`src/rtl/gpu_pkg.sv`:
```
// Shared rasterizer definitions: tile geometry, pixel format and tile reader state encoding.
package gpu_pkg;

    localparam int unsigned TILE_ROWS_DEF     = 32;
    localparam int unsigned WORDS_PER_ROW_DEF = 16;
    localparam int unsigned TILE_WORDS        = TILE_ROWS_DEF * WORDS_PER_ROW_DEF;

    typedef struct packed {
        logic [4:0] r;
        logic [5:0] g;
        logic [4:0] b;
    } pixel_t;

    typedef enum logic [1:0] {
        ST_IDLE  = 2'd0,
        ST_ISSUE = 2'd1,
        ST_DRAIN = 2'd2
    } tile_rd_state_t;

    // Exchange the left and right pixels held in one 32-bit word.
    function automatic logic [31:0] swap_pixels(input logic [31:0] w);
        pixel_t lo;
        pixel_t hi;
        lo = pixel_t'(w[15:0]);
        hi = pixel_t'(w[31:16]);
        return {lo, hi};
    endfunction

endpackage

```
`src/rtl/tile_reader_rsp_fifo.sv`:
```
// Single-clock show-ahead FIFO holding read responses; DEPTH must be a power of two.
module tile_reader_rsp_fifo
    import gpu_pkg::*;
#(
    parameter int unsigned DEPTH = 8,
    parameter int unsigned WIDTH = 32
) (
    input  logic             clk,
    input  logic             resetn,
    input  logic             i_wr,
    input  logic [WIDTH-1:0] i_wdata,
    input  logic             i_rd,
    output logic [WIDTH-1:0] o_rdata,
    output logic             o_empty,
    output logic             o_full
);

    localparam int unsigned AW = (DEPTH > 1) ? $clog2(DEPTH) : 1;
    localparam int unsigned CW = AW + 1;

    logic [WIDTH-1:0] r_mem [DEPTH];
    logic [AW-1:0]    r_wr_ptr;
    logic [AW-1:0]    r_rd_ptr;
    logic [CW-1:0]    r_count;
    logic             w_wr;
    logic             w_rd;

    assign o_empty = (r_count == '0);
    assign o_full  = (r_count == CW'(DEPTH));
    assign o_rdata = r_mem[r_rd_ptr];
    assign w_wr    = i_wr && !o_full;
    assign w_rd    = i_rd && !o_empty;

    always_ff @(posedge clk or negedge resetn) begin
        if (!resetn) begin
            for (int i = 0; i < int'(DEPTH); i++) begin
                r_mem[i] <= '0;
            end
            r_wr_ptr <= '0;
            r_rd_ptr <= '0;
            r_count  <= '0;
        end else begin
            if (w_wr) begin
                r_mem[r_wr_ptr] <= i_wdata;
                r_wr_ptr        <= r_wr_ptr + AW'(1);
            end
            if (w_rd) begin
                r_rd_ptr <= r_rd_ptr + AW'(1);
            end
            unique case ({w_wr, w_rd})
                2'b10:   r_count <= r_count + CW'(1);
                2'b01:   r_count <= r_count - CW'(1);
                default: r_count <= r_count;
            endcase
        end
    end

endmodule

```
`src/rtl/tile_reader.sv`:
```
// Avalon-MM read master fetching one tile and streaming it out row-major over valid/ready.
// Define TILE_READER_SWAP_EN to swap the two pixels within each output word.
module tile_reader
    import gpu_pkg::*;
#(
    parameter int unsigned TILE_ROWS     = TILE_ROWS_DEF,
    parameter int unsigned WORDS_PER_ROW = WORDS_PER_ROW_DEF,
    parameter int unsigned MAX_PENDING   = 8
) (
    input  logic        clk,
    input  logic        resetn,
    input  logic        start,
    input  logic [31:0] addr_in,
    input  logic [15:0] stride_in,
    output logic        running_out,
    output logic [31:0] master_address,
    output logic        master_read,
    input  logic        master_wait_request,
    input  logic [31:0] master_read_data,
    input  logic        master_read_data_valid,
    output logic [31:0] out_data,
    output logic        out_valid,
    input  logic        out_ready
);

    localparam int unsigned WORDS  = TILE_ROWS * WORDS_PER_ROW;
    localparam int unsigned CNT_W  = $clog2(WORDS + 1);
    localparam int unsigned COL_W  = $clog2(WORDS_PER_ROW);
    localparam int unsigned CRED_W = $clog2(MAX_PENDING + 1);

    tile_rd_state_t r_state,     w_state_nxt;
    logic [31:0]    r_row_base,  w_base_nxt;
    logic [15:0]    r_stride,    w_stride_nxt;
    logic [COL_W-1:0] r_col,     w_col_nxt;
    logic [CNT_W-1:0] r_issued,  w_issued_nxt;
    logic [CNT_W-1:0] r_delivered, w_deliv_nxt;
    logic [CRED_W-1:0] r_cred,   w_cred_nxt;
    logic           r_read,      w_read_nxt;
    logic [31:0]    r_addr,      w_addr_nxt;
    logic           r_running;

    logic           w_accept;
    logic           w_hs;
    logic           w_fifo_wr;
    logic           w_fifo_empty;
    logic           w_fifo_full;
    logic [31:0]    w_head;

    assign master_read    = r_read;
    assign master_address = r_addr;
    assign running_out    = r_running;
    assign out_valid      = !w_fifo_empty;

    assign w_accept  = r_read && !master_wait_request;
    assign w_hs      = out_valid && out_ready;
    // Responses arriving while idle are strays from an aborted fetch.
    assign w_fifo_wr = master_read_data_valid && (r_state != ST_IDLE) && !w_fifo_full;

`ifdef TILE_READER_SWAP_EN
    assign out_data = swap_pixels(w_head);
`else
    assign out_data = w_head;
`endif

    tile_reader_rsp_fifo #(
        .DEPTH (MAX_PENDING),
        .WIDTH (32)
    ) u_rsp_fifo (
        .clk     (clk),
        .resetn  (resetn),
        .i_wr    (w_fifo_wr),
        .i_wdata (master_read_data),
        .i_rd    (w_hs),
        .o_rdata (w_head),
        .o_empty (w_fifo_empty),
        .o_full  (w_fifo_full)
    );

    // Next-state, request and counter logic.
    always_comb begin
        w_state_nxt  = r_state;
        w_base_nxt   = r_row_base;
        w_stride_nxt = r_stride;
        w_col_nxt    = r_col;
        w_issued_nxt = r_issued;
        w_deliv_nxt  = r_delivered;
        w_cred_nxt   = r_cred;
        w_read_nxt   = 1'b0;
        w_addr_nxt   = r_addr;

        unique case (r_state)
            ST_IDLE: begin
                if (start) begin
                    w_state_nxt  = ST_ISSUE;
                    w_base_nxt   = addr_in;
                    w_stride_nxt = stride_in;
                    w_col_nxt    = '0;
                    w_issued_nxt = '0;
                    w_deliv_nxt  = '0;
                    w_cred_nxt   = '0;
                    w_read_nxt   = 1'b1;
                    w_addr_nxt   = addr_in;
                end
            end
            ST_ISSUE, ST_DRAIN: begin
                if (w_accept) begin
                    w_issued_nxt = r_issued + CNT_W'(1);
                    if (r_col == COL_W'(WORDS_PER_ROW - 1)) begin
                        w_col_nxt  = '0;
                        w_base_nxt = r_row_base + 32'(r_stride);
                    end else begin
                        w_col_nxt  = r_col + COL_W'(1);
                    end
                end
                if (w_hs) begin
                    w_deliv_nxt = r_delivered + CNT_W'(1);
                end
                unique case ({w_accept, w_hs})
                    2'b10:   w_cred_nxt = r_cred + CRED_W'(1);
                    2'b01:   w_cred_nxt = r_cred - CRED_W'(1);
                    default: w_cred_nxt = r_cred;
                endcase

                if (r_state == ST_ISSUE) begin
                    // A stalled request holds; otherwise present the next one if credit allows.
                    if (r_read && master_wait_request) begin
                        w_read_nxt = 1'b1;
                    end else if ((w_issued_nxt != CNT_W'(WORDS)) &&
                                 (w_cred_nxt < CRED_W'(MAX_PENDING))) begin
                        w_read_nxt = 1'b1;
                        w_addr_nxt = w_base_nxt + (32'(w_col_nxt) << 2);
                    end
                    if (w_accept && (r_issued == CNT_W'(WORDS - 1))) begin
                        w_state_nxt = ST_DRAIN;
                    end
                end else if (w_hs && (r_delivered == CNT_W'(WORDS - 1))) begin
                    w_state_nxt = ST_IDLE;
                end
            end
            default: w_state_nxt = ST_IDLE;
        endcase
    end

    always_ff @(posedge clk or negedge resetn) begin
        if (!resetn) begin
            r_state     <= ST_IDLE;
            r_row_base  <= '0;
            r_stride    <= '0;
            r_col       <= '0;
            r_issued    <= '0;
            r_delivered <= '0;
            r_cred      <= '0;
            r_read      <= 1'b0;
            r_addr      <= '0;
            r_running   <= 1'b0;
        end else begin
            r_state     <= w_state_nxt;
            r_row_base  <= w_base_nxt;
            r_stride    <= w_stride_nxt;
            r_col       <= w_col_nxt;
            r_issued    <= w_issued_nxt;
            r_delivered <= w_deliv_nxt;
            r_cred      <= w_cred_nxt;
            r_read      <= w_read_nxt;
            r_addr      <= w_addr_nxt;
            r_running   <= (w_state_nxt != ST_IDLE);
        end
    end

endmodule

```
`config.mk`:
```
export PLATFORM = sky130hd
export DESIGN_NAME = tile_reader
export DESIGN_NICKNAME = d
export VERILOG_FILES = /design/src/rtl/gpu_pkg.sv /design/src/rtl/tile_reader_rsp_fifo.sv /design/src/rtl/tile_reader.sv
export SDC_FILE = /design/constraint.sdc
export NUM_CORES = 1
export LEC_CHECK = 0
export CORE_MARGIN = 3
export CORE_UTILIZATION = 50
export CTS_CLUSTER_DIAMETER = 150
export CTS_CLUSTER_SIZE = 40
export DETAILED_ROUTE_END_ITERATION = 16
export HOLD_SLACK_MARGIN = 0.02
export PLACE_DENSITY = 0.7
export REMOVE_ABC_BUFFERS = 1
export SLEW_MARGIN = 20
export SYNTH_ARGS = -nofsm -noshare
export SYNTH_HDL_FRONTEND = slang
export SYNTH_HIERARCHICAL = 1
export SYNTH_SLANG_ARGS = --single-unit
export TNS_END_PERCENT = 50
```
`constraint.sdc`:
```
create_clock -name clk -period 11.7 [get_ports clk]
set_input_delay 3.51 -clock clk [delete_from_list [all_inputs] [get_ports clk]]
set_output_delay 3.51 -clock clk [all_outputs]
set_load 0.02 [all_outputs]
```
==> results.toml <==
[synthesis]
seq_area_frac_synth = 0.4636
synth.avg_cell_area_um2 = 12.56
yosysUniqueCellTypes = 98
async_set_or_reset_flop_fraction_in_the_synthesized_netlist = 1.000
synthesis.area_um2 = 20400
synth_edf_count = 0
seq_cells_post_synth = 378
synth-warning-count = 6
syn_inst = 1624
ys_dominant_reg_cell = "sky130_fd_sc_hd__dfrtp_1"

[final_layout]
n_fill_cell = 3316
final-seq-area_um2 = 9464
fin_util = 0.5673
design.final.nets = 1849
post_route_cells_drive_above_1_share = 0.2613
area.growth.synth_to_final_pct = 11.24
multi_input_area_um2 = 10380
finish.instance_area_um2 = 22690

[route]
routed_wire_length_per_instance_um = 20.91
drt_first_iter_violations = 932
route.antenna.remaining_nets = 0
number_of_search_and_repair_iterations_in_the_first_detailed_routing_pass = 5
vias_per_cell = 6.001
detail_route.wirelength_um = 47110
drc_errors = 0
via_count = 13520

[clock_tree]
post_cts.repair.setup_buffers = 0
tritoncts_clock_tree = "yes"
cts_hold_repair.buffers = 0
clock_tree.buffer_depth = 3
cts.sinks = 378
clk_transition_reported_paths_ps = 160
root_buffer_master = "sky130_fd_sc_hd__clkbuf_16"
ctsResizeCount = 0
clk_latency_ps = 550
htree_levels = 1
tritoncts.num_buffers = 13

[critical_path]
kind_of_cell_with_the_highest_combined_delay_on_the_critical_path = "compound AO/OA/AOI/OAI gates"
worst_path_cell_trace = "clkdlybuf4s50_1 -> and3b_2 -> nand2_2 -> o21ai_0 -> ha_1 -> fa_1 -> a21o_1 -> a21oi_1 -> a31oi_1 -> o2111ai_1 -> a211oi_2 -> nand4b_1 -> nor4_1 -> mux2i_1 -> mux2_2"
maximum_cell_stage_delay_along_the_critical_path_ps = 470
worstSetupStartpointType = "input pin"
critPathRequiredTime_ps = 12160
crit_arrival_ps = 7850
critPathMaxFanout = 33
worstSetupEndpointType = "flip-flop"
crit_slowest_cell = "sky130_fd_sc_hd__clkdlybuf4s50_1"
path_class = "input pin to flip-flop"
crit_buf_inv = 1

[global_routing]
global_route.usage.total = 0.2163
antenna_found_initial = 5
gr-total-overflow = 0
first_pass_grt_wire_length_um = 77490
number_of_global_route_vias_before_repair = 14000
grt_start_max_net_pins = 132

[placement]
place_area_um2 = 22300
routabilityCongestion = 0.8857
place.detailed.hpwl_um = 30490
placement.io_buffers = 152
post-place-ws_ps = 3710

[sta]
finalSetupViolations = 0
finalHoldViolCount = 0
worstMarginPinSlew_ps = 994.9
timing.fmax_ghz = 0.1353
finalWorstPathRequiredPeriod_ps = 7393
timing.final.ws_setup_ps = 4307
maxSlewViolCount = 0
max_slew_margin = 0.3367
fin_crit_sh = 0.6319
setup-tns-final_ps = 0
unrepaired_setup_endpoints_after_global_routing = "no"
final.setup_skew_ps = 35.37

[outcome]
run_status = "finished clean"

[die]
ios = 153
initial_utilization = 0.5100
die_area_um2 = 43260
die_x_um = 208
die_h_um = 208
core_area_um2 = 40010
core.rowCount = 73

[power_and_ir_drop]
cellPowerDensity_nw_per_um2 = 283.6
max-vdd-ir-drop_mv = 0.1229
leakage_nw = 9.672

[min_path]
worst_hold_path_type = "flip-flop to flip-flop"

[job]
maxCapViolations = 0
==> flip-flops by register name, indices dropped and copies added, names as in the netlist <==
| register | count |
|---|---|
| master_address | 32 |
| master_read | 1 |
| r_col | 4 |
| r_cred | 4 |
| r_delivered | 10 |
| r_issued | 10 |
| r_row_base | 32 |
| r_state | 2 |
| r_stride | 16 |
| running_out | 1 |
| u_rsp_fifo/r_count | 4 |
| u_rsp_fifo/r_mem | 256 |
| u_rsp_fifo/r_rd_ptr | 3 |
| u_rsp_fifo/r_wr_ptr | 3 |
==> per-stage QoR <==
| step | std cells | power, mW | hold slack [ps] |
|---|---|---|---|
| global placement | 2233 | 5.736 | 461.8 |
| finish | 2253 | 6.437 | 494.6 |
| floorplan | 1534 | 4.740 | 459.5 |
| CTS | 2250 | 6.476 | 500.6 |
| global route | 2253 | 6.868 | 530.6 |
| detailed placement | 2233 | 5.843 | 461.4 |
==> final timing paths <==
| kind | start | endpoint | slack [ps] | cells after the start |
|---|---|---|---|---|
| min | master_address[6]$_DFFE_PN0P_ | master_address[6]$_DFFE_PN0P_ | 490 | 1 |
| min reg2reg | master_address[6]$_DFFE_PN0P_ | master_address[6]$_DFFE_PN0P_ | 490 | 1 |
| min in group asynchronous | resetn | u_rsp_fifo/r_mem[243]$_DFFE_PN0P_ | 2850 | 1 |
| max in group asynchronous | resetn | u_rsp_fifo/r_mem[247]$_DFFE_PN0P_ | 7100 | 3 |
| max reg2reg | r_col[0]$_DFFE_PN0P_ | master_address[26]$_DFFE_PN0P_ | 7140 | 15 |
| max | master_wait_request | master_address[26]$_DFFE_PN0P_ | 4310 | 15 |
==> power by group <==
group / leakage (nW) / total, mW / switching (mW) / internal (mW)
Clock: 0.177 / 0.619 / 0.406 / 0.212
Sequential: 4.67 / 2.34 / 0.438 / 1.90
Combinational: 4.82 / 3.48 / 1.67 / 1.81
Total: 9.67 / 6.44 / 2.51 / 3.93
==> Yosys cell counts (all sizes together) (6+ instances only) <==
library cell / instances / area, um^2
dfrtp: 378 / 9459
mux2: 309 / 3930
nand2: 135 / 509.2
o21ai: 86 / 430.4
a21oi: 75 / 401.6
mux4: 64 / 1441
buf: 48 / 354.1
nor2: 48 / 182.7
clkbuf: 42 / 157.7
nand3: 40 / 205.2
ha: 35 / 437.9
xnor2: 35 / 306.5
inv: 26 / 97.59
xor2: 24 / 210.2
and3: 19 / 120.1
mux2i: 18 / 180.2
nor3: 17 / 117.6
a21o: 16 / 120.1
nor2b: 16 / 100.1
a31oi: 13 / 81.33
nand4: 13 / 87.58
nand2b: 11 / 68.82
nor3b: 9 / 72.57
nor4: 9 / 68.81
o211ai: 9 / 67.56
o22ai: 9 / 56.30
o31ai: 8 / 73.82
and2: 7 / 46.30
o21a: 7 / 52.55
a211oi: 6 / 50.05
a22o: 6 / 52.55
==> worst reg2reg max path, cell delays in order (launching register included) <==
cell and delay (ps):
sky130_fd_sc_hd__dfrtp_1 470, sky130_fd_sc_hd__ha_1 240, sky130_fd_sc_hd__and2_1 190, sky130_fd_sc_hd__nand2_2 370, sky130_fd_sc_hd__o21ai_0 420, sky130_fd_sc_hd__ha_1 250, sky130_fd_sc_hd__fa_1 220, sky130_fd_sc_hd__a21o_1 120
sky130_fd_sc_hd__a21oi_1 100, sky130_fd_sc_hd__a31oi_1 280, sky130_fd_sc_hd__o2111ai_1 270, sky130_fd_sc_hd__a211oi_2 420, sky130_fd_sc_hd__nand4b_1 360, sky130_fd_sc_hd__nor4_1 390, sky130_fd_sc_hd__mux2i_1 110, sky130_fd_sc_hd__mux2_2 270
==> cells by family after synthesis <==
| logic type | Yosys count | synth area share |
|---|---|---|
| adders and majority gates | 39 | 0.02539 |
| and+or+nand+nor | 356 | 0.09273 |
| DFF | 378 | 0.4636 |
| xor gates and xnor gates | 59 | 0.02533 |
| AOI/OAI and AO/OA | 284 | 0.09052 |
| muxes | 391 | 0.2721 |
| buffers and inverters | 117 | 0.03030 |
==> per-layer routing <==
layer | global-route usage | part of all wire
met1 | 0.3083 | 0.46
met2 | 0.3668 | 0.49
met3 | 0.02443 | 0.045
met4 | 0.03534 | 0.011
met5 | 0 | 0.00047
==> layout make-up <==
type | instances | share of cell area
Antenna cell | 2 | 0.0002205
Clock buffer | 14 | 0.01450
Clock inverter | 3 | 0.001489
Inverter | 27 | 0.004686
Multi-Input combinational cell | 1129 | 0.4574
Sequential cell | 378 | 0.4170
Tap cell | 525 | 0.02894
Timing Repair Buffer | 175 | 0.07575
==> cell usage in the layout (no fill, tap or decap), types with 6 or more instances in the layout <==
cell / netlist / routed
sky130_fd_sc_hd__xor2_1: 24 / 24
sky130_fd_sc_hd__mux2_2: 180 / 180
sky130_fd_sc_hd__o21a_1: 7 / 7
sky130_fd_sc_hd__buf_4: 12 / 22
sky130_fd_sc_hd__a22o_1: 6 / 6
sky130_fd_sc_hd__nor4_1: 7 / 7
sky130_fd_sc_hd__nand3_1: 39 / 39
sky130_fd_sc_hd__xnor2_1: 35 / 35
sky130_fd_sc_hd__dfrtp_1: 378 / 376
sky130_fd_sc_hd__nand2b_1: 11 / 10
sky130_fd_sc_hd__nor3b_1: 8 / 8
sky130_fd_sc_hd__nor2_1: 47 / 46
sky130_fd_sc_hd__nand4_1: 12 / 12
sky130_fd_sc_hd__o22ai_1: 9 / 9
sky130_fd_sc_hd__nor2b_1: 16 / 16
sky130_fd_sc_hd__a21oi_1: 70 / 70
sky130_fd_sc_hd__and3_1: 18 / 18
sky130_fd_sc_hd__nand2_1: 134 / 134
sky130_fd_sc_hd__inv_1: 25 / 25
sky130_fd_sc_hd__o31ai_1: 7 / 6
sky130_fd_sc_hd__ha_1: 35 / 34
sky130_fd_sc_hd__a31oi_1: 13 / 13
sky130_fd_sc_hd__mux2i_1: 18 / 18
sky130_fd_sc_hd__clkdlybuf4s50_1: 0 / 151
sky130_fd_sc_hd__o211ai_1: 9 / 9
sky130_fd_sc_hd__a21o_1: 16 / 16
sky130_fd_sc_hd__mux4_2: 64 / 64
sky130_fd_sc_hd__o21ai_0: 84 / 84
sky130_fd_sc_hd__nor3_1: 13 / 13
sky130_fd_sc_hd__clkbuf_16: 0 / 13
sky130_fd_sc_hd__mux2_1: 9 / 9
sky130_fd_sc_hd__mux2_4: 120 / 120
(Power assumes the default switching activity.)
